===== config.mk =====
export PLATFORM = sky130hd
export DESIGN_NAME = rom_arbiter
export DESIGN_NICKNAME = d
export VERILOG_FILES = /design/src/rtl/rom_arbiter.sv
export SDC_FILE = /design/constraint.sdc
export NUM_CORES = 1
export LEC_CHECK = 0
export BUFFER_PORTS_ARGS = -buffer_cell sky130_fd_sc_hd__buf_4
export CAP_MARGIN = 20
export CORE_MARGIN = 8
export CORE_UTILIZATION = 46
export DETAILED_ROUTE_END_ITERATION = 8
export PLACE_DENSITY = 0.79
export SKIP_CTS_REPAIR_TIMING = 1
export SLEW_MARGIN = 20
export SYNTH_ARGS = -nofsm -noshare
export SYNTH_HDL_FRONTEND = slang
export SYNTH_SLANG_ARGS = --single-unit

===== constraint.sdc =====
create_clock -name clock -period 1.8 [get_ports clock]
set_input_delay 0.09 -clock clock [delete_from_list [all_inputs] [get_ports clock]]
set_output_delay 0.09 -clock clock [all_outputs]
set_load 0.02 [all_outputs]

===== src/rtl/rom_arbiter.sv =====
// rom_arbiter: round-robin sharing of one single-port synchronous ROM between requesters A and B.
// Latency: a request seen in IDLE is acked 2+LAT cycles later; back-to-back transfers run every 3+LAT cycles.
// Backpressure: requests are level-held, so a port waiting behind the other stays pending until its grant.
module rom_arbiter #(
    parameter int DW  = 8,
    parameter int AW  = 14,
    parameter int LAT = 1
) (
    input  logic          clock,
    input  logic          reset_n,
    input  logic          a_req,
    input  logic [AW-1:0] a_addr,
    output logic          a_ack,
    output logic [DW-1:0] a_data,
    input  logic          b_req,
    input  logic [AW-1:0] b_addr,
    output logic          b_ack,
    output logic [DW-1:0] b_data,
    output logic          rom_ce,
    output logic [AW-1:0] rom_addr,
    input  logic [DW-1:0] rom_data,
    output logic          busy
);

    typedef enum logic [1:0] {IDLE, ISSUE, WAIT, ACK} state_t;

    localparam logic [1:0] LAT_M1 = 2'(LAT - 1);

    state_t        state, state_nxt;
    logic [1:0]    cnt, cnt_nxt;
    logic          grant_b, grant_b_nxt;   // port holding the ROM: 0 = A, 1 = B
    logic          last_b, last_b_nxt;
    logic          a_ack_nxt, b_ack_nxt, rom_ce_nxt;
    logic [AW-1:0] rom_addr_nxt;
    logic [DW-1:0] a_data_nxt, b_data_nxt;

    always_comb begin
        state_nxt    = state;
        cnt_nxt      = cnt;
        grant_b_nxt  = grant_b;
        last_b_nxt   = last_b;
        a_ack_nxt    = 1'b0;
        b_ack_nxt    = 1'b0;
        rom_ce_nxt   = 1'b0;
        rom_addr_nxt = rom_addr;
        a_data_nxt   = a_data;
        b_data_nxt   = b_data;
        unique case (state)
            IDLE: begin
                if (a_req || b_req) begin
                    // on a tie the port that did not win last time goes next
                    grant_b_nxt  = b_req && (!a_req || !last_b);
                    last_b_nxt   = grant_b_nxt;
                    rom_addr_nxt = grant_b_nxt ? b_addr : a_addr;
                    rom_ce_nxt   = 1'b1;
                    state_nxt    = ISSUE;
                end
            end
            ISSUE: begin
                cnt_nxt   = LAT_M1;
                state_nxt = WAIT;
            end
            WAIT: begin
                if (cnt != 2'd0) begin
                    cnt_nxt = cnt - 2'd1;
                end else begin
                    if (grant_b) begin
                        b_data_nxt = rom_data;
                        b_ack_nxt  = 1'b1;
                    end else begin
                        a_data_nxt = rom_data;
                        a_ack_nxt  = 1'b1;
                    end
                    state_nxt = ACK;
                end
            end
            ACK: begin
                state_nxt = IDLE;
            end
            default: begin
                state_nxt = IDLE;
            end
        endcase
    end

    always_ff @(posedge clock) begin
        if (!reset_n) begin
            state    <= IDLE;
            cnt      <= 2'd0;
            grant_b  <= 1'b0;
            last_b   <= 1'b1;
            a_ack    <= 1'b0;
            b_ack    <= 1'b0;
            rom_ce   <= 1'b0;
            rom_addr <= '0;
            a_data   <= '0;
            b_data   <= '0;
        end else begin
            state    <= state_nxt;
            cnt      <= cnt_nxt;
            grant_b  <= grant_b_nxt;
            last_b   <= last_b_nxt;
            a_ack    <= a_ack_nxt;
            b_ack    <= b_ack_nxt;
            rom_ce   <= rom_ce_nxt;
            rom_addr <= rom_addr_nxt;
            a_data   <= a_data_nxt;
            b_data   <= b_data_nxt;
        end
    end

    assign busy = (state != IDLE);

endmodule


---- Word level (Yosys, flattened, before mapping) ----
Index checks and enable logic that the tools add are counted.
word-level totals
  bits in registers ....................... 39
  input port bits ......................... 40
  word-level logic and storage cells ...... 46
  output and inout port bits .............. 34
operators by class
  mux-type cells .......................... 9
  reductions and logical operators ........ 16
  add/sub/neg operators ................... 1
  bitwise logic cells ..................... 4
  equal/unequal tests ..................... 6
operators with widths
  cell                   count
  $mux W14               1
  $pmux W2 S4            1
  $reduce_and A2 Y1      4
  $mux W2                3
  $ne A2 B2 Y1 const B   3
  $reduce_and A3 Y1      2
  $reduce_bool A2 Y1     3
  $eq A2 B2 Y1 const B   2
  $not A1 Y1             4
  $pmux W2 S2            1
  $mux W1                3
  $reduce_or A3 Y1       1
  $eq A2 B1 Y1 const B   1
  $logic_not A1 Y1       2
  $logic_not A2 Y1       1
  $logic_or A1 B1 Y1     2
  $sub A2 B1 Y2 const B  1
  $logic_and A1 B1 Y1    1

---- Logic depth before layout (Yosys ltp) ----
Gate-level depths: netlist of run 1.
  depth in word-level cells ............... 4
  depth in mapped cells ................... 7
  depth with buffers taken out ............ 5

---- Worst setup path before layout of run 1 ----
OpenSTA, ideal clock, no wires.
  path kind ............................... register to register
  start point ............................. register state[0]
  end point ............................... register a_data[5]
  arrival ................................. 1.189 ns
  cell stages (with the launch flop) ...... 7
  clock period less this slack ............ 1.317 ns
  required time ........................... 1.672 ns
  path buffers ............................ 1
  library setup time ...................... 0.128 ns
  slack ................................... 0.483 ns
  path through ............................ dfxtp_1 -> inv_1 -> ha_1 -> nand3b_1 -> buf_2 -> mux2i_1 -> nor2_1
on the way
  word-level cells in the longest chain between the ends .. 2
RTL lines
  element                             line  text
  start, declared                     29    state_t state, state_nxt;
  start signal, assigned              99    state <= state_nxt;
  $eq A2 B2 Y1                        48    unique case (state)
  $reduce_and A3 Y1 (no source line)  n/a
  end signal, assigned                107   a_data <= a_data_nxt;
  end, declared                       14    output logic [DW-1:0] a_data,
No other way between the ends.
A chain may end at the register's enable or synchronous reset.

---- Worst setup path in the final report of run 1 ----
  start point ............................. register state[0]
  end point ............................... register grant_b
on the way
  word-level cells in the longest chain between the ends .. 2
RTL lines
  element                             line  text
  $logic_not A2 Y1                    48
  $reduce_and A2 Y1 (no source line)  n/a
  end signal, assigned                101   grant_b <= grant_b_nxt;
  end, declared                       31    logic grant_b, grant_b_nxt;
No other way between the ends.

==> summary.md, run 1 <==
| Metric | Value |
|---|---|
| Die Ht | `75.4 µm` |
| TNS Setup | `0 ns` |
| Share of the synthesized area in the top cell type | `48.1%` |
| FF-to-FF path depth | `5` |
| CP startpoint kind | `register` |
| Largest net degree at the start of global routing | `23` |
| Max-cap violations | `0` |
| CTS H-tree depth | `2` |
| Clk_skew | `0.00802 ns` |
| Dpl ws | `0.353 ns` |
| IO buf count | `73` |
| Cell family with most CP delay | `compound AO/OA/AOI/OAI gates` |
| HPWL after DPL | `3150 µm` |
| Reg-to-reg startpoint | `state[0]` |
| Min-delay src | `a_addr[8]` |
| Total grt overflow | `0` |
| Fin nets | `323` |
| Starting Density | `roughly half` |
| # IOs | `74` |
| Final Routed Wirelength | `4510 µm` |
| Row cnt | `21` |
| Critical path origin | `state[0]` |
| Area growth syn-to-layout | `48.2%` |
| Worst-path maximum fanout | `16` |
| Final Slew Violations | `0` |
| Ys Warns | `0` |
| Clock Pin Slew Worst Setup and Hold Paths | `between 0.1 and 0.15 ns` |
| Asr flop ratio synth | `0%` |
| Synth area leader | `dfxtp_1` |
| Worst Hold Class | `primary input to register` |
| Buffers & Inverters on Critical Path | `1` |
| Final setup viols | `0` |
| Worst EP arrival | `1.70 ns` |
| Combinational Power Share | `a little under half` |
| ANT nets after route | `0` |
| First-pass iteration count of the detailed router | `4` |
| Antenna violations before repair | `0` |
| First-pass GRT wire length | `6480 µm` |
| Worst skew pair latency | `0.35 ns` |
| R2r setup slk | `0.33 ns` |
| Number of global-route vias before repair | `1467` |
| Max incr delay on CP | `0.35 ns` |
| Seq/Total Area, Yosys | `a little under 50%` |
| Number of flops mapped to enable cells by yosys | `0` |
| Synthesized flop and latch total | `39` |
| Largest cells by area after synthesis | `dfxtp_1 48%, a21oi_1 11%, nand2_1 7.4%` |
| Avg Inst Size Synth | `between 8 and 9 µm²` |
| Clock power share | `between 10% and 20%` |
| Diode count | `0` |
| CTS sink count | `39` |
| TritonCTS clock tree | `yes` |
| Outcome | `finished, violations left` |
| Core area | `3360 µm²` |
| Slack of the critical path | `0.327 ns` |
| Top FF cell, synth | `dfxtp_1` |
| Drt drc | `0` |
| CTS Root Cell | `clkbuf_4` |
| Period minus WS final | `1.47 ns` |
| Worst Hold Slack | `-0.0103 ns` |
| Gpl congestion | `0.705` |
| Fill cell count | `288` |
| Width of the die | `roughly 75 µm` |
| Avg WL per Cell | `13.9 µm` |
| Int Pwr | `0.00177 W` |
| Cell breakdown of the critical path | `inv_1 -> ha_1 -> o21ai_2 -> a22oi_1 -> nor2_1` |
| Cell area after synthesis | `1620 µm²` |
| Max_slew headroom | `a little over half` |
| Hold path endpoint | `rom_addr[8]` |
| Setup CP Type | `register to register` |
| Final period utilization | `81.8%` |
| Cells on Worst Hold Path | `3` |
| Failing checks | `negative hold slack` |
| 1st-iter DRT viols | `71` |
| Max Freq | `679 MHz` |
| Drt via density | `4.87` |
| RSZ-0062 raised after global routing | `no` |
| Sequential share of power | `40.1%` |
| Most common cell in the synthesized netlist | `dfxtp_1` |
| Die ar. | `about 5700 µm²` |
| TritonCTS Buffers | `5` |
| Final hold violations | `3` |
| Sw frac | `between 30% and 40%` |
| FF-to-FF End | `grant_b` |
| NetSw | `0.00114 W` |
| Leakage | `1.15 nW` |
| Max clock buf depth | `2` |
| Crit-path slowest cell | `dfxtp_1` |
| Crit end category | `register` |
| Total track usage | `between 10 and 15%` |
| Worst endpoint required time | `2.02 ns` |
| Peak supply drop | `about 0.00078 V` |
| Syn Nets | `233` |
| Commonest cells in the netlist | `39 x dfxtp_1, 37 x a21oi_1, 32 x nand2_1, 15 x nor2_1, 12 x o21ai_0` |
| Power Total | `about 0.0029 W` |
| Synth cell types | `30` |
| Via count | `1584` |
| Cells after synthesis | `188` |
| Tightest Pin Transition | `about 0.71 ns` |
| PD cells | `1210 nW/µm²` |
| Share of layout cells above drive strength 1 | `31.5%` |
==> through the flow <==
| stage | cell area, µm² | instances | utilization, % | hold slack (ns) |
|---|---|---|---|---|
| finish | 2410 | 325 | 71.6 | -0.0103 |
| global route | 2410 | 325 | 71.6 | 0.00361 |
| CTS | 2210 | 305 | 65.6 | -0.0345 |
| detailed placement | 2150 | 297 | 64.1 | 0.341 |
| global placement | 2150 | 297 | 64.1 | 0.335 |
| floorplan | 1620 | 188 | - | 0.224 |
==> worst min-delay path: stages <==
cell,delay [ns]
buf_4,0.11
nand2_1,0.05
a21oi_1,0.05
==> cells in the final DEF, fill, tap and decap left out <==
master         Yosys  layout
a211o_1            1       1
a21bo_2            1       1
a21boi_4           1       1
a21oi_1           37      37
a21oi_2            2       2
a22oi_1            1       1
and2_1             1       1
and3_1             2       2
buf_4              1      74
clkbuf_4           1       5
clkinv_2           0       3
dfxtp_1           39      39
dlygate4sd3_1      0      20
ha_1               5       5
inv_1              6       6
mux2i_1            9       9
nand2_1           32      32
nand2b_1           1       1
nand3_1            1       1
nand3b_1           1       1
nor2_1            15      15
nor2b_1            1       1
nor3_1             2       2
o211a_1            1       1
o21a_2             1       1
o21ai_0           12      12
o21ai_1            4       4
o21ai_2            1       1
==> final cells by class <==
class	count	area (µm²)	area share, %
sequential	39	781	32.4
clock inverter	3	15.0	0.624
tap	46	57.6	2.39
timing repair buffer	94	756	31.4
multi-input combinational	132	738	30.7
inverter	6	22.5	0.936
clock buffer	5	37.5	1.56
==> power groups by stage <==
stage | logic [W] | registers, W | clock network [W]
2_1_floorplan | 0.000652 | 0.00137 | 0
3_3_place_gp | 0.00127 | 0.00118 | 0
3_5_place_dp | 0.00128 | 0.00118 | 0
4_1_cts | 0.00128 | 0.00117 | 0.000444
5_1_grt | 0.00144 | 0.00119 | 0.000487
6_report | 0.00131 | 0.00117 | 0.000431
==> how the worst max path moves through the flow <==
stage                endpoint  slack, ns  cells after the start
finish                grant_b       0.33                      5
global route          grant_b       0.20                      5
CTS                   grant_b       0.33                      5
detailed placement    grant_b       0.35                      5
global placement      grant_b       0.41                      5
floorplan           a_data[5]       0.48                      6
==> routing by layer <==
metal  vias to the layer above  share of wire, %  GRT usage, %
li1                        815                 -             -
met1                       700                40          16.2
met2                        63                46          23.3
met3                         6                13          8.95
met4                         0               1.1          5.12
met5                         -                 0             0
==> state kept, by name, indices dropped and copies added, names as in the netlist, 2 cells and up <==
name,count
rom_addr,14
a_data,8
b_data,8
cnt,2
state,2
==> cells by family after synthesis <==
| group | Yosys count | share of synthesized area, % |
|---|---|---|
| mux | 9 | 5.55 |
| fa+ha+maj | 5 | 3.85 |
| simple gates | 56 | 14.2 |
| buf+inv | 17 | 6.47 |
| flops | 39 | 48.1 |
| compound gates | 62 | 21.9 |
Note: power is estimated with default switching activity, not from simulation.
==> run 2, diff against run 1 <==
CORE_UTILIZATION = 41   (was 46)
PLACE_DENSITY = 0.74   (was 0.79)
clock period = 1.3 ns   (was 1.8 ns; I/O delays follow)
==> run 2 against run 1 <==
The flow now finishes without violations; setup slack got worse by 0.29 ns; hold slack improved by 0.030 ns; cell count decreased by 2.5%; flip-flop and latch count unchanged; count of clock-buffer cells in the layout increased by 1; maximum frequency increased by 17%; die area increased by 9.5%; register-to-register slack got worse by 0.29 ns; global-route usage decreased by 1.3 points; critical endpoint is now a_data[3]; highest routed layer unchanged.
==> summary.md, run 2 (synthesis gave the netlist of run 1 again) <==
| Metric | Value |
|---|---|
| Outcome | `complete, no violations` |
| Slack of the critical path | `between 0.04 and 0.05 ns` |
| CTS H-tree depth | `2` |
| Largest Register | `rom_addr` |
| Max Freq | `about 790 MHz` |
| Share of layout cells above drive strength 1 | `40.8%` |
| Dpl ws | `-0.0495 ns` |
| Avg WL per Cell | `about 14 µm` |
| Antenna violations before repair | `0` |
| Commonest non-fill, non-tap cell in the layout | `buf_4` |
| Non-Filler Instances | `~320` |
| Worst-path maximum fanout | `9` |
| Area growth syn-to-layout | `48.5%` |
| Cells on Worst Hold Path | `3` |
| Die Ht | `between 70 and 80 µm` |
| Cell family with most CP delay | `flip-flops` |
| Power Total | `0.00456 W` |
| Clk_skew | `0.00269 ns` |
| Fin nets | `312` |
| Leakage | `1.14 nW` |
| Max-cap violations | `0` |
| HPWL after DPL | `3220 µm` |
| First-pass iteration count of the detailed router | `4` |
| Peak supply drop | `about 0.0010 V` |
| Tightest Pin Transition | `0.464 ns` |
| Drt drc | `0` |
| Clock Pin Slew Worst Setup and Hold Paths | `0.07 ns` |
| Total track usage | `13.6%` |
| Die ar. | `6230 µm²` |
| Worst skew pair latency | `0.28 ns` |
| Final Routed Wirelength | `roughly 4300 µm` |
| Final setup viols | `0` |
| Crit end category | `register` |
| Width of the die | `roughly 79 µm` |
| CTS sink count | `39` |
| Max reg flops | `14` |
| CP startpoint kind | `register` |
| Gpl congestion | `0.773` |
| Worst endpoint required time | `1.48 ns` |
| PD cells | `between 1500 and 2000 nW/µm²` |
| Row cnt | `23` |
| Fill cell count | `348` |
| RSZ-0062 raised after global routing | `yes` |
| Dpl cells | `309` |
| # IOs | `74` |
| Max incr delay on CP | `0.34 ns` |
| Starting Density | `41.5%` |
| CTS Root Cell | `clkbuf_8` |
| Final period utilization | `between 90% and 100%` |
| CP Depth | `6` |
| Number of global-route vias before repair | `1522` |
| Worst Hold Class | `primary input to register` |
| TNS Setup | `0 ns` |
| Via count | `1536` |
| Largest net degree at the start of global routing | `23` |
| ANT nets after route | `0` |
| Worst Hold Slack | `0.0201 ns` |
| Drt via density | `4.85` |
| Crit-path slowest cell | `dfxtp_2` |
| Max clock buf depth | `2` |
| Setup CP Type | `register to register` |
| Total grt overflow | `0` |
| TritonCTS Buffers | `5` |
| Worst EP arrival | `1.44 ns` |
| Diode count | `0` |
| Commonest cells after routing, fill and taps aside | `79 x buf_4, 36 x a21oi_1, 36 x dfxtp_1, 32 x nand2_1, 15 x nor2_1` |
| IO buf count | `73` |
| Core area | `3910 µm²` |
| Final hold violations | `0` |
| Cell breakdown of the critical path | `buf_6 -> ha_4 -> nand3b_1 -> buf_12 -> mux2i_2 -> nor2_1` |
| 1st-iter DRT viols | `107` |
| Buffers & Inverters on Critical Path | `2` |
| TritonCTS clock tree | `yes` |
| Final Slew Violations | `0` |
| Biggest regs | `rom_addr (14), a_data (8), b_data (8)` |
| First-pass GRT wire length | `6850 µm` |
| FF-to-FF path depth | `6` |
| Period minus WS final | `1.26 ns` |
| Max_slew headroom | `69.0%` |
run 2: worst paths after layout:
check | startpoint | to | slack [ns]
hold reg to reg | b_data[7] | b_data[7] | 0.46
hold / removal | a_addr[11] | rom_addr[11] | 0.02
setup / recovery | state[1] | a_data[3] | 0.04
setup reg to reg | state[1] | a_data[3] | 0.04
run 2: area by class of cell:
type,count,area [µm²],area share (%)
multi-input combinational,132,796,33.0
timing repair buffer,83,656,27.2
clock buffer,6,82.6,3.43
inverter,6,25.0,1.04
tap,50,62.6,2.59
sequential,39,785,32.5
clock inverter,1,5.00,0.208
run 2: where the power goes:
part	internal, W	switching [W]	total [W]
Combinational	0.00102	0.00111	0.00212
Sequential	0.00147	0.000155	0.00163
Clock	0.000416	0.000391	0.000806
run 2: stage by stage:
step,cell area (µm²),utilization (%)
6_report,2410,61.6
3_3_place_gp,2240,57.4
4_1_cts,2330,59.6
3_5_place_dp,2240,57.4
5_1_grt,2410,61.6
2_1_floorplan,1630,-
run 2: worst register-to-register path: cells and delay by family, from the launching register on:
| family | cells | cell delay (ns) |
|---|---|---|
| and+or+nand+nor | 2 | 0.18 |
| buffers and inverters | 2 | 0.26 |
| adders and majority gates | 1 | 0.17 |
| muxes | 1 | 0.21 |
| DFF | 1 | 0.34 |
run 2: metal layers:
layer  global-route usage (%)  share of wire [%]  up-vias
met5                        0                  0        -
met4                     4.44                1.6        0
met3                     9.03                 13        8
met2                     21.4                 43       64
met1                     14.4                 42      674
li1                         -                  -      790
==> run 3, diff against run 2 <==
CORE_UTILIZATION = 49   (was 41)
PLACE_DENSITY = 0.83   (was 0.74)
clock period = 1.6 ns   (was 1.3 ns; I/O delays follow)
==> run 3 against run 2 <==
Highest routed layer unchanged; die area fell by 13%; sequential share of layout area down 0.85 points; sequential power down 19%; count of clock-buffer cells in the layout is 1 lower; the flow now finishes with violations (negative hold slack).
==> summary.md, run 3 (synthesis gave the netlist of run 1 again) <==
| Metric | Value |
|---|---|
| Outcome | `finished, violations left` |
| Failing checks | `negative hold slack` |
| Final setup viols | `0` |
| Fill cell count | `approximately 250` |
| Die Ht | `73.6 µm` |
| Cell breakdown of the critical path | `inv_1 -> ha_1 -> o21ai_2 -> a22oi_1 -> nor2_1` |
| Total grt overflow | `0` |
| Grt met1 use | `17.7%` |
| R2r setup slk | `0.14 ns` |
| Reg-to-reg startpoint | `state[0]` |
| 1st-iter DRT viols | `74` |
| FF-to-FF path depth | `5` |
| Final period utilization | `91.0%` |
| Placed Area | `~2200 µm²` |
| TNS Setup | `0 ns` |
| Core area | `between 3000 and 4000 µm²` |
| Via count | `1650` |
| CP startpoint kind | `register` |
| Busiest grt layer | `met2` |
| RSZ-0062 raised after global routing | `no` |
| Power Total | `0.00349 W` |
| CTS sink count | `39` |
| CTS H-tree depth | `2` |
| Multi-input logic area | `~740 µm²` |
| Width of the die | `73.6 µm` |
| Drt drc | `0` |
| Total track usage | `16.3%` |
| Max-cap violations | `0` |
| ANT nets after route | `0` |
| Worst EP arrival | `1.74 ns` |
| Worst skew pair latency | `approximately 0.35 ns` |
| Setup CP Type | `register to register` |
| FF-to-FF End | `grant_b` |
| Area growth syn-to-layout | `51.7%` |
| Worst Hold Slack | `-0.00303 ns` |
| Max_slew headroom | `50.0%` |
| First-pass GRT wire length | `7040 µm` |
| Starting Density | `around half` |
| Crit end category | `register` |
| Biggest regs | `rom_addr (14), a_data (8), b_data (8)` |
| Final core occ | `75.6%` |
| TritonCTS Buffers | `5` |
| Avg WL per Cell | `approximately 15 µm` |
| Final hold violations | `1` |
| Antenna violations before repair | `0` |
| Fin nets | `approximately 330` |
| Final Routed Wirelength | `4830 µm` |
| Fin area | `2460 µm²` |
| Hold path endpoint | `rom_addr[13]` |
| Gpl congestion | `approximately 0.74` |
| Largest Register | `rom_addr` |
| Tightest Pin Transition | `0.751 ns` |
| Drt via density | `5.03` |
| Max reg flops | `14` |
| Worst endpoint required time | `1.89 ns` |
| Commonest cells after routing, fill and taps aside | `75 x buf_4, 39 x dfxtp_1, 37 x a21oi_1, 32 x nand2_1, 22 x dlygate4sd3_1` |
| Die ar. | `5410 µm²` |
| Routing usage on met2 | `27.3%` |
| Max incr delay on CP | `0.37 ns` |
| Peak supply drop | `around 0.00080 V` |
| Min-delay src | `b_addr[13]` |
| Crit-path slowest cell | `dfxtp_1` |
| Cells on Worst Hold Path | `3` |
| Clk_skew | `0.0139 ns` |
| Max Freq | `687 MHz` |
| HPWL after DPL | `about 3200 µm` |
| Share of layout cells above drive strength 1 | `31.6%` |
| # IOs | `74` |
| IO buf count | `73` |
| Commonest non-fill, non-tap cell in the layout | `buf_4` |
| Period minus WS final | `1.46 ns` |
| Max clock buf depth | `2` |
| Number of global-route vias before repair | `1600` |
| Worst-path maximum fanout | `16` |
| Register area | `a little under 800 µm²` |
| Leakage | `between 1 and 1.5 nW` |
| Largest net degree at the start of global routing | `20` |
| Final Slew Violations | `0` |
| Worst Hold Class | `primary input to register` |
| TritonCTS clock tree | `yes` |
| Clock Pin Slew Worst Setup and Hold Paths | `about 0.13 ns` |
| CTS Root Cell | `clkbuf_4` |
| GRT met3 Usage | `8.46%` |
| Row cnt | `21` |
| Diode count | `0` |
| First-pass iteration count of the detailed router | `4` |
| PD cells | `between 1000 and 1500 nW/µm²` |
run 3: worst max-delay path by stage:
stage | start | endpoint | slack, ns | cells after the start
2_1_floorplan | state[0] | a_data[5] | 0.28 | 6
3_3_place_gp | state[0] | grant_b | 0.25 | 5
3_5_place_dp | state[0] | grant_b | 0.18 | 5
4_1_cts | state[0] | grant_b | 0.15 | 5
5_1_grt | state[0] | grant_b | 0.01 | 5
6_report | state[0] | grant_b | 0.14 | 5
run 3: through the flow:
stage	hold slack, ns	worst slack, ns	std cells
finish	-0.00303	0.144	328
global placement	0.322	0.247	298
global route	0.00534	0.0131	328
floorplan	0.214	0.283	188
CTS	-0.0526	0.154	306
detailed placement	0.333	0.183	298
run 3: layer usage:
metal	wire, µm	part of all wire [%]	vias to the layer above
li1	-	-	819
met1	1960	40	753
met2	2360	49	71
met3	453	9.4	7
met4	67	1.4	0
met5	0	0	-
run 3: critical path, delay by kind of cell, from the launching register on:
| kind | cells | cell delay [ns] |
|---|---|---|
| DFF | 1 | 0.37 |
| adders and majority gates | 1 | 0.29 |
| buffers and inverters | 1 | 0.08 |
| and+or+nand+nor | 1 | 0.13 |
| AOI/OAI and AO/OA | 2 | 0.52 |
run 3: final cells by class:
type	count	area share (%)
clock buffer	5	1.52
clock inverter	3	1.78
inverter	6	0.914
multi-input combinational	132	30.0
sequential	39	31.7
tap	46	2.34
timing repair buffer	97	31.8
run 3: power by group:
| group | switching, W | leakage, nW | total (W) | internal, W |
|---|---|---|---|---|
| Clock | 0.000346 | 0.0452 | 0.000674 | 0.000329 |
| Sequential | 0.000126 | 0.319 | 0.00132 | 0.00119 |
| Combinational | 0.000856 | 0.811 | 0.00150 | 0.000647 |
